[src/rtl/nv_nvdla_pdp_rdma_pkg.sv]
// Shared PDP RDMA definitions: atom geometry, scheduler FSM encoding, and mask helpers.
// Pure declarations; there are no clocked elements and no flow control.
package nv_nvdla_pdp_rdma_pkg;

  localparam int ATOM_BYTES = 32;
  localparam int ATOM_SHIFT = $clog2(ATOM_BYTES);

  typedef enum logic [1:0] {
    IDLE  = 2'd0,
    ISSUE = 2'd1,
    WAIT  = 2'd2,
    DONE  = 2'd3
  } sched_state_e;

  function automatic logic [1:0] popcount2(input logic [1:0] mask);
    return {1'b0, mask[0]} + {1'b0, mask[1]};
  endfunction

endpackage

[src/rtl/nv_nvdla_pdp_rdma_credit_cnt.sv]
// Atom credit counter: take on a request handshake, return on latency-FIFO pops, with a one-cycle update.
// It never backpressures; an over-return saturates at CREDITS and pulses ovf_vld.
module nv_nvdla_pdp_rdma_credit_cnt #(
  parameter int CREDITS = 64,
  parameter int CW      = $clog2(CREDITS + 1),
  parameter int TW      = 4
) (
  input  logic          nvdla_core_clk,
  input  logic          nvdla_core_rst,
  input  logic          take_vld,
  input  logic [TW-1:0] take_dat,
  input  logic [1:0]    ret_dat,
  output logic [CW-1:0] credits,
  output logic          ovf_vld
);

  // Extra headroom so the sum can exceed CREDITS without wrapping before the compare.
  localparam int XW = ((CW > TW) ? CW : TW) + 2;

  logic [XW-1:0] sum;

  assign sum     = XW'(credits) - (take_vld ? XW'(take_dat) : '0) + XW'(ret_dat);
  assign ovf_vld = (sum > XW'(CREDITS));

  always_ff @(posedge nvdla_core_clk) begin
    if (nvdla_core_rst) begin
      credits <= CW'(CREDITS);
    end else if (ovf_vld) begin
      credits <= CW'(CREDITS);
    end else begin
      credits <= sum[CW-1:0];
    end
  end

endmodule

[src/rtl/nv_nvdla_pdp_rdma_rd_sched.sv]
// PDP RDMA read scheduler: splits one command into bursts of up to BURST_MAX atoms and tracks returning atoms.
// A request is offered only when credits cover the whole burst, and it is held until it is accepted.
module nv_nvdla_pdp_rdma_rd_sched
  import nv_nvdla_pdp_rdma_pkg::*;
#(
  parameter int AW        = 64,
  parameter int LW        = 13,
  parameter int BURST_MAX = 4,
  parameter int CREDITS   = 64,
  parameter int CW        = $clog2(CREDITS + 1)
) (
  input  logic          nvdla_core_clk,
  input  logic          nvdla_core_rst,
  input  logic          cmd_valid,
  output logic          cmd_ready,
  input  logic [AW-1:0] cmd_addr,
  input  logic [LW-1:0] cmd_len,
  output logic          dma_rd_req_valid,
  input  logic          dma_rd_req_ready,
  output logic [AW-1:0] dma_rd_req_addr,
  output logic [2:0]    dma_rd_req_size,
  input  logic          rsp_valid,
  input  logic          rsp_ready,
  input  logic [1:0]    rsp_mask,
  input  logic [1:0]    fifo_pop_atoms,
  output logic [CW-1:0] credits_avail,
  output logic          done,
  output logic          err
);

  localparam int RW = LW + 1;
  localparam int BW = 4;

  sched_state_e  state;
  sched_state_e  state_nxt;
  logic [AW-1:0] cur_addr;
  logic [RW-1:0] remain_req;
  logic [RW-1:0] remain_req_nxt;
  logic [RW-1:0] remain_rsp;
  logic [RW-1:0] remain_rsp_nxt;
  logic [BW-1:0] burst;
  logic [1:0]    rsp_cnt;
  logic          cmd_hs;
  logic          req_hs;
  logic          rsp_hs;
  logic          rsp_live;
  logic          rsp_err;
  logic          credit_ovf;

  assign cmd_ready = (state == IDLE);
  assign cmd_hs    = cmd_valid & cmd_ready;

  assign burst = (remain_req < RW'(BURST_MAX)) ? remain_req[BW-1:0] : BW'(BURST_MAX);

  // Valid depends only on registered state, so a stalled request cannot change under the consumer.
  assign dma_rd_req_valid = (state == ISSUE) && (32'(credits_avail) >= 32'(burst));
  assign dma_rd_req_addr  = cur_addr;
  assign dma_rd_req_size  = 3'(burst - BW'(1));
  assign req_hs           = dma_rd_req_valid & dma_rd_req_ready;

  assign rsp_hs   = rsp_valid & rsp_ready;
  assign rsp_cnt  = popcount2(rsp_mask);
  assign rsp_live = (state == ISSUE) || (state == WAIT);
  assign rsp_err  = rsp_hs && (!rsp_live || (rsp_mask == 2'b00) || (RW'(rsp_cnt) > remain_rsp));

  assign done = (state == DONE);

  always_comb begin
    remain_req_nxt = remain_req;
    remain_rsp_nxt = remain_rsp;
    if (req_hs) begin
      remain_req_nxt = remain_req - RW'(burst);
    end
    if (rsp_hs && rsp_live) begin
      remain_rsp_nxt = (RW'(rsp_cnt) > remain_rsp) ? '0 : (remain_rsp - RW'(rsp_cnt));
    end
  end

  always_comb begin
    state_nxt = state;
    case (state)
      IDLE: begin
        if (cmd_hs) state_nxt = ISSUE;
      end
      ISSUE: begin
        if (remain_req_nxt == '0) begin
          state_nxt = (remain_rsp_nxt == '0) ? DONE : WAIT;
        end
      end
      WAIT: begin
        if (remain_rsp_nxt == '0) state_nxt = DONE;
      end
      DONE: begin
        state_nxt = IDLE;
      end
      default: begin
        state_nxt = IDLE;
      end
    endcase
  end

  always_ff @(posedge nvdla_core_clk) begin
    if (nvdla_core_rst) begin
      state      <= IDLE;
      cur_addr   <= '0;
      remain_req <= '0;
      remain_rsp <= '0;
      err        <= 1'b0;
    end else begin
      state <= state_nxt;
      err   <= err | rsp_err | credit_ovf;
      if (cmd_hs) begin
        cur_addr   <= {cmd_addr[AW-1:ATOM_SHIFT], ATOM_SHIFT'(0)};
        remain_req <= RW'(cmd_len) + RW'(1);
        remain_rsp <= RW'(cmd_len) + RW'(1);
      end else begin
        if (req_hs) begin
          cur_addr <= cur_addr + (AW'(burst) << ATOM_SHIFT);
        end
        remain_req <= remain_req_nxt;
        remain_rsp <= remain_rsp_nxt;
      end
    end
  end

  nv_nvdla_pdp_rdma_credit_cnt #(
    .CREDITS (CREDITS),
    .CW      (CW),
    .TW      (BW)
  ) u_credit_cnt (
    .nvdla_core_clk (nvdla_core_clk),
    .nvdla_core_rst (nvdla_core_rst),
    .take_vld       (req_hs),
    .take_dat       (burst),
    .ret_dat        (fifo_pop_atoms),
    .credits        (credits_avail),
    .ovf_vld        (credit_ovf)
  );

endmodule

[config.mk]
export PLATFORM = sky130hd
export DESIGN_NAME = nv_nvdla_pdp_rdma_rd_sched
export DESIGN_NICKNAME = d
export VERILOG_FILES = /design/src/rtl/nv_nvdla_pdp_rdma_pkg.sv /design/src/rtl/nv_nvdla_pdp_rdma_credit_cnt.sv /design/src/rtl/nv_nvdla_pdp_rdma_rd_sched.sv
export SDC_FILE = /design/constraint.sdc
export NUM_CORES = 1
export LEC_CHECK = 0
export ABC_CLOCK_PERIOD_IN_PS = 12500
export CAP_MARGIN = 20
export CORE_ASPECT_RATIO = 0.9
export CORE_MARGIN = 10
export CORE_UTILIZATION = 37
export CTS_CLUSTER_SIZE = 25
export DETAILED_ROUTE_END_ITERATION = 10
export SLEW_MARGIN = 30
export SYNTH_ARGS = -nofsm -noshare
export SYNTH_HDL_FRONTEND = slang
export SYNTH_SLANG_ARGS = --single-unit
[constraint.sdc]
create_clock -name nvdla_core_clk -period 12.5 [get_ports nvdla_core_clk]
set_input_delay 2.5 -clock nvdla_core_clk [delete_from_list [all_inputs] [get_ports nvdla_core_clk]]
set_output_delay 2.5 -clock nvdla_core_clk [all_outputs]
set_load 0.005 [all_outputs]
==> impl_metrics.env, run 1 <==
export IMPL_r2r_end="u_credit_cnt.credits[6]"
export IMPL_netlist_area_um2=6320
export IMPL_die_h_um=144
export IMPL_std_cell_rows=45
export IMPL_synth_top_area_share_pct=30.7
export IMPL_fin_crit_ns=6.41
export IMPL_fin_area_um2=8290
export IMPL_p_sw_w=0.000616
export IMPL_rrSetupSlack_ns=6.46
export IMPL_synth_seq_cells=97
export IMPL_total_power_w=0.00153
export IMPL_fp_dieW_um=158
export IMPL_yosysTopAreaCell="dfxtp_1"
export IMPL_drtIter0Drc=316
export IMPL_p_int_w=0.000914
export IMPL_setup_tns_ns=0
export IMPL_rr_startpoint="remain_req[7]"
export IMPL_groute_usage_overall_pct=16.5
export IMPL_finish_net_count=1048
export IMPL_irDropWorstVdd_mv=0.105
export IMPL_pwr_density_cell_nw_per_um2=184
export IMPL_grt_first_pass_wirelength_mm=30.1
export IMPL_status="complete, no violations"
export IMPL_yosysSeqAreaShare_pct=30.7
export IMPL_min_to="dma_rd_req_addr[8]"
export IMPL_yosysMostFrequentCell="nor2_1"
export IMPL_cts_sinks=97
export IMPL_ff2ff_path_depth=21
export IMPL_synthTopCellsByCount="119 x nor2_1, 97 x dfxtp_1, 59 x nand2_1"
export IMPL_hold_start="dma_rd_req_addr[8]"
export IMPL_clockBufferDepth=2
export IMPL_drive_gt1_share_pct=5.16
export IMPL_io_pins=165
export IMPL_cts_made_buffers=9
export IMPL_dpl_cell_area_um2=7980
export IMPL_dp_cells=1125
export IMPL_pwr_share_comb_pct=47.9
export IMPL_totalWireLength_mm=19.0
export IMPL_io_buffers=154
export IMPL_critPathCaptureType="primary output"
export IMPL_clk_pin_slew_ns=0.07
export IMPL_drv_slew=0
export IMPL_finalHoldViolCount=0
export IMPL_pwr_share_seq_pct=32.5
export IMPL_grt_pass1_vias=5576
export IMPL_p_sw_share_pct=40.2
export IMPL_ys_flop_type="dfxtp_1"
export IMPL_crit_top_cell="nor2_1"
export IMPL_wire_per_inst_um=16.6
export IMPL_skew_ns=0.00808
export IMPL_routabilityCongestion=0.813
export IMPL_hold_path_class="reg2reg"
export IMPL_fin_cells=1141
export IMPL_die_area_um2=22700
export IMPL_maxCapViolCount=0
export IMPL_setup_viol=0
export IMPL_cts_setup_buffers=0
export IMPL_holdPathStages=2
export IMPL_syn_inst=791
export IMPL_start_util_pct=37.5
export IMPL_synth_area_per_cell_um2=7.98
export IMPL_cts_hold_buf=0
export IMPL_criticalPathCategory="reg2out"
export IMPL_path_max_fanout=7
export IMPL_yosys_cell_types_count=67
export IMPL_slowest_stage="clkdlybuf4s50_1"
export IMPL_fmax_mhz=156
export IMPL_relSlewSlack_pct=41.4
export IMPL_dp_hpwl_mm=14.3
export IMPL_layout_setup_ws_ns=6.09
export IMPL_synth_area_leaders="dfxtp_1 31%, nor2_1 7.1%, xor2_1 6.5%"
export IMPL_rsz0062_at_grt="no"
export IMPL_htreeDepth=3
export IMPL_clock_latency_ns=0.36
export IMPL_area_growth_pct=31.3
export IMPL_required_ns=10.00
export IMPL_ant_nets=0
export IMPL_fillCellCount=1659
export IMPL_min_period_over_period_pct=51.3
export IMPL_drc_errors=0
export IMPL_drt_pass1_iterations=4
export IMPL_leakagePower_nw=3.07
export IMPL_routed_via_density=5.17
export IMPL_startpoint_type="register"
export IMPL_ctsResizeCount=0
export IMPL_clkPwrFrac_pct=19.6
export IMPL_cts_tree="yes"
export IMPL_worst_pin_slew_ns=0.879
export IMPL_antenna_found_initial=0
export IMPL_cts_root_buffer="clkbuf_16"
export IMPL_synth_edf_count=0
export IMPL_dp_slack_ns=6.09
export IMPL_worstPathCellList="nor4_2 -> nand2_2 -> or3_1 -> inv_1 -> nand2_1 -> ha_1 -> nand3_1 -> a21oi_1 -> nor2_1 -> nor2_1 -> clkdlybuf4s50_1"
export IMPL_vias=5903
export IMPL_cp_arrival_ns=3.91
export IMPL_grt_ovfl_total=0
export IMPL_critPathMaxStageDelay_ns=0.53
export IMPL_grt_max_degree=111
export IMPL_yosys_warnings=0
export IMPL_coreArea_um2=16800
export IMPL_synthArstFlopShare_pct=0
export IMPL_diodes=0
==> kinds of logic (layout without fill, tap and decap cells) <==
logic type	count (synthesis)	count (layout)	synth area share, %
AOI/OAI and AO/OA	154	154	18.0
xor gates and xnor gates	81	81	11.2
adders and majority gates	36	36	7.61
buffers and inverters	86	218	5.80
DFF	97	97	30.7
muxes	5	5	0.812
other	2	9	0.119
and+or+nand+nor	330	330	25.6
==> area by class of cell <==
| cell class | count | area [um2] | area share, % |
|---|---|---|---|
| sequential | 97 | 1940 | 23.4 |
| clock buffer | 9 | 225 | 2.72 |
| timing repair buffer | 158 | 1570 | 18.9 |
| clock inverter | 7 | 85.1 | 1.03 |
| inverter | 44 | 165 | 1.99 |
| multi-input combinational | 615 | 4040 | 48.7 |
| tap | 211 | 264 | 3.18 |
==> worst max-delay path: cells and delay by family (launching register included) <==
| kind | cells | cell delay [ns] |
|---|---|---|
| adder cells (fa/ha/maj) | 1 | 0.33 |
| buffers and inverters | 2 | 0.76 |
| AO/OA/AOI/OAI | 1 | 0.41 |
| AND/OR/NAND/NOR | 7 | 1.66 |
| flip-flops | 1 | 0.39 |
==> per-layer routing <==
metal / track usage (%) / routed length [um]
met2: 25.1 / 8500
met1: 22.2 / 8960
met3: 5.05 / 1230
met4: 3.98 / 268
met5: 0 / 0
==> layout by cell type, fill, tap and decap left out, types with 7 or more instances in the layout <==
cell type        Yosys  routed
clkdlybuf4s50_1      0     153
nor2_1             119     119
dfxtp_1             97      97
nand2_1             59      58
a211oi_1            50      50
xor2_1              47      47
inv_1               44      44
nand3_1             39      39
xnor2_1             34      34
ha_1                32      32
a21oi_1             31      31
nor3_1              23      23
o21ai_0             16      16
nand4_1             16      16
or3_1               13      13
nor4_1              10      10
a311oi_1            10      10
and3_1               9       9
conb_1               2       9
clkbuf_16            0       9
o21a_1               7       7
nor2b_1              7       7
or2_2                7       7
a31oi_1              7       7
==> registers in the layout, indices dropped and copies added, names as in the netlist <==
| name | count |
|---|---|
| u_credit_cnt.credits | 7 |
| remain_rsp | 14 |
| state | 2 |
| err | 1 |
| dma_rd_req_addr | 59 |
| remain_req | 14 |
==> power by group through the flow <==
stage / clock network (W) / registers (W) / logic, W
after detailed placement: 0 / 0.000503 / 0.000731
after CTS: 0.000309 / 0.000497 / 0.000738
final: 0.000300 / 0.000498 / 0.000732
after global routing: 0.000320 / 0.000513 / 0.000821
after floorplan: 0 / 0.000484 / 0.000470
after global placement: 0 / 0.000504 / 0.000731
==> per-stage QoR <==
step | hold slack [ns] | utilization, %
floorplan | 0.488 | -
finish | 0.509 | 49.2
detailed placement | 0.502 | 47.4
global route | 0.539 | 49.2
global placement | 0.496 | 47.4
CTS | 0.508 | 49.2
==> how the worst max path moves through the flow <==
stage	end	slack, ns	startpoint	cells past startpoint
floorplan	u_credit_cnt.credits[6]	6.66	dma_rd_req_ready	15
global placement	u_credit_cnt.credits[6]	6.13	dma_rd_req_ready	15
detailed placement	u_credit_cnt.credits[6]	6.09	dma_rd_req_ready	14
CTS	dma_rd_req_valid	6.06	remain_req[6]	11
global route	dma_rd_req_valid	5.79	remain_req[6]	11
finish	dma_rd_req_valid	6.09	remain_req[7]	11
No activity file was read; power rests on OpenSTA's default activity.
==> inputs of run 2 (changes only) <==
ABC_CLOCK_PERIOD_IN_PS = 6500   (was 12500)
clock period = 6.5 ns   (was 12.5 ns; I/O delays follow)
==> run 2 against run 1 <==
Compared with the run above:
- hold slack better by 0.0046 ns
- register-to-register slack lost 5.8 ns
- count of clock-buffer cells in the layout grew 2
- critical path depth increased by 10
- sequential power is 93% higher
- non-clock buffer count up 1
- power is 93% higher
- clock power grew 96%
- first-iteration DRC count grew 2.2%
- final area is 0.14% higher
- core utilization increased by 0.067 points
==> impl_metrics.env, run 2 (synthesis gave the netlist of run 1 again) <==
export IMPL_cts_hold_buf=0
export IMPL_io_pins=165
export IMPL_ff_latch_area_um2=1940
export IMPL_cts_setup_buffers=0
export IMPL_clockBufferDepth=2
export IMPL_wire_per_inst_um=16.8
export IMPL_fillCellCount=1646
export IMPL_critPathCaptureType="register"
export IMPL_cts_tree="yes"
export IMPL_irDropWorstVdd_mv=0.145
export IMPL_cts_sinks=97
export IMPL_required_ns=6.74
export IMPL_start_util_pct=37.5
export IMPL_fin_area_um2=8300
export IMPL_cp_arrival_ns=6.06
export IMPL_dpl_cell_area_um2=7990
export IMPL_skew_ns=0.00855
export IMPL_slowest_stage="or3_1"
export IMPL_maxCapViolCount=0
export IMPL_totalWireLength_mm=19.3
export IMPL_worst_pin_slew_ns=0.944
export IMPL_grt_pass1_vias=5508
export IMPL_io_buffers=154
export IMPL_drt_pass1_iterations=5
export IMPL_leakagePower_nw=3.07
export IMPL_fin_crit_ns=5.83
export IMPL_setup_viol=0
export IMPL_met2RoutedLength_mm=8.79
export IMPL_fmax_mhz=172
export IMPL_critPathMaxStageDelay_ns=0.51
export IMPL_drv_slew=0
export IMPL_cts_made_buffers=9
export IMPL_worstPathCellList="nor4_2 -> nand2_2 -> or3_1 -> inv_1 -> nand2_1 -> ha_1 -> nand3_1 -> a21oi_1 -> o21ai_0 -> nor2_1 -> fa_1 -> inv_1 -> ha_1 -> a21o_1 -> a21oi_1 -> o21bai_1 -> a2111oi_0 -> a221oi_1 -> xnor2_1 -> nand4_1 -> or3_1"
export IMPL_pwr_density_cell_nw_per_um2=356
export IMPL_drc_errors=0
export IMPL_relSlewSlack_pct=37.0
export IMPL_hold_path_class="reg2reg"
export IMPL_routed_via_density=5.20
export IMPL_cts_root_buffer="clkbuf_16"
export IMPL_final_util_pct=49.3
export IMPL_die_h_um=144
export IMPL_multi_input_area_um2=4040
export IMPL_grt_first_pass_wirelength_mm=30.4
export IMPL_grt_max_degree=97
export IMPL_wl_met3_mm=1.19
export IMPL_vias=5948
export IMPL_mostFrequentLayoutCell="clkdlybuf4s50_1"
export IMPL_grt_ovfl_total=0
export IMPL_rsz0062_at_grt="no"
export IMPL_coreArea_um2=16800
export IMPL_ctsResizeCount=0
export IMPL_die_area_um2=22700
export IMPL_clk_pin_slew_ns=0.07
export IMPL_criticalPathCategory="reg2reg"
export IMPL_htreeDepth=3
export IMPL_path_max_fanout=7
export IMPL_min_period_over_period_pct=89.6
export IMPL_routabilityCongestion=0.830
export IMPL_dp_hpwl_mm=14.5
export IMPL_fp_dieW_um=158
export IMPL_wl_met1_mm=9.15
export IMPL_groute_usage_overall_pct=16.6
export IMPL_antenna_found_initial=1
export IMPL_finish_net_count=1049
export IMPL_drtIter0Drc=323
export IMPL_drive_gt1_share_pct=5.05
export IMPL_setup_tns_ns=0
export IMPL_finalHoldViolCount=0
export IMPL_critical_path_top_delay_family="simple AND/OR/NAND/NOR gates"
export IMPL_std_cell_rows=45
export IMPL_clock_latency_ns=0.36
export IMPL_status="complete, no violations"
export IMPL_startpoint_type="register"
export IMPL_final_cell_mix="153 x clkdlybuf4s50_1, 119 x nor2_1, 97 x dfxtp_1"
export IMPL_highest_layer="met4"
export IMPL_crit_buf_inv=2
export IMPL_area_growth_pct=31.4
export IMPL_ant_nets=0
export IMPL_largest_register_ffs=59
==> run 2: final timing paths <==
kind,endpoint,slack (ns),from,cells past startpoint
min,dma_rd_req_addr[8],0.51,dma_rd_req_addr[8],2
max,u_credit_cnt.credits[6],0.67,remain_req[7],21
min reg2reg,dma_rd_req_addr[8],0.51,dma_rd_req_addr[8],2
max reg2reg,u_credit_cnt.credits[6],0.67,remain_req[7],21
==> run 2: power by group <==
group | internal [W] | leakage, nW | switching, W
logic | 0.000689 | 2.12 | 0.000721
clock network | 0.000338 | 0.146 | 0.000250
registers | 0.000762 | 0.802 | 0.000198
==> run 2: layout make-up <==
cell class | instances | share of cell area, %
diodes | 1 | 0.0301
well taps | 211 | 3.18
repair buffers | 159 | 19.0
clock inverters | 5 | 0.965
inverters | 44 | 1.99
flip-flops and latches | 97 | 23.4
clock buffers | 11 | 2.80
multi-input cells | 615 | 48.7
==> run 2: per-layer routing <==
| metal | vias up | track usage, % |
|---|---|---|
| li1 | 3056 | - |
| met1 | 2759 | 22.6 |
| met2 | 124 | 25.2 |
| met3 | 9 | 5.11 |
| met4 | 0 | 3.34 |
| met5 | - | 0 |
==> run 2: per-stage QoR <==
step	power (W)	setup slack [ns]	std cells	hold slack (ns)
global route	0.00319	0.236	1143	0.549
CTS	0.00298	0.696	1142	0.512
detailed placement	0.00238	0.775	1126	0.502
global placement	0.00238	0.787	1126	0.504
floorplan	0.00184	1.00	798	0.488
finish	0.00296	0.673	1143	0.514
==> run 2: worst reg2reg max path, cell delays in order, from the launching register on <==
cell	delay, ns
dfxtp_1	0.38
nor4_2	0.45
nand2_2	0.12
or3_1	0.51
inv_1	0.23
nand2_1	0.19
ha_1	0.32
nand3_1	0.06
a21oi_1	0.36
o21ai_0	0.18
nor2_1	0.16
fa_1	0.48
inv_1	0.09
ha_1	0.23
a21o_1	0.19
a21oi_1	0.22
o21bai_1	0.12
a2111oi_0	0.41
a221oi_1	0.11
xnor2_1	0.20
nand4_1	0.31
or3_1	0.40
==> inputs of run 3 (changes only) <==
SLEW_MARGIN = 20   (was 30)
==> results of run 3 <==
Same layout as run 2: the final DEF is identical, and so are final timing and power.
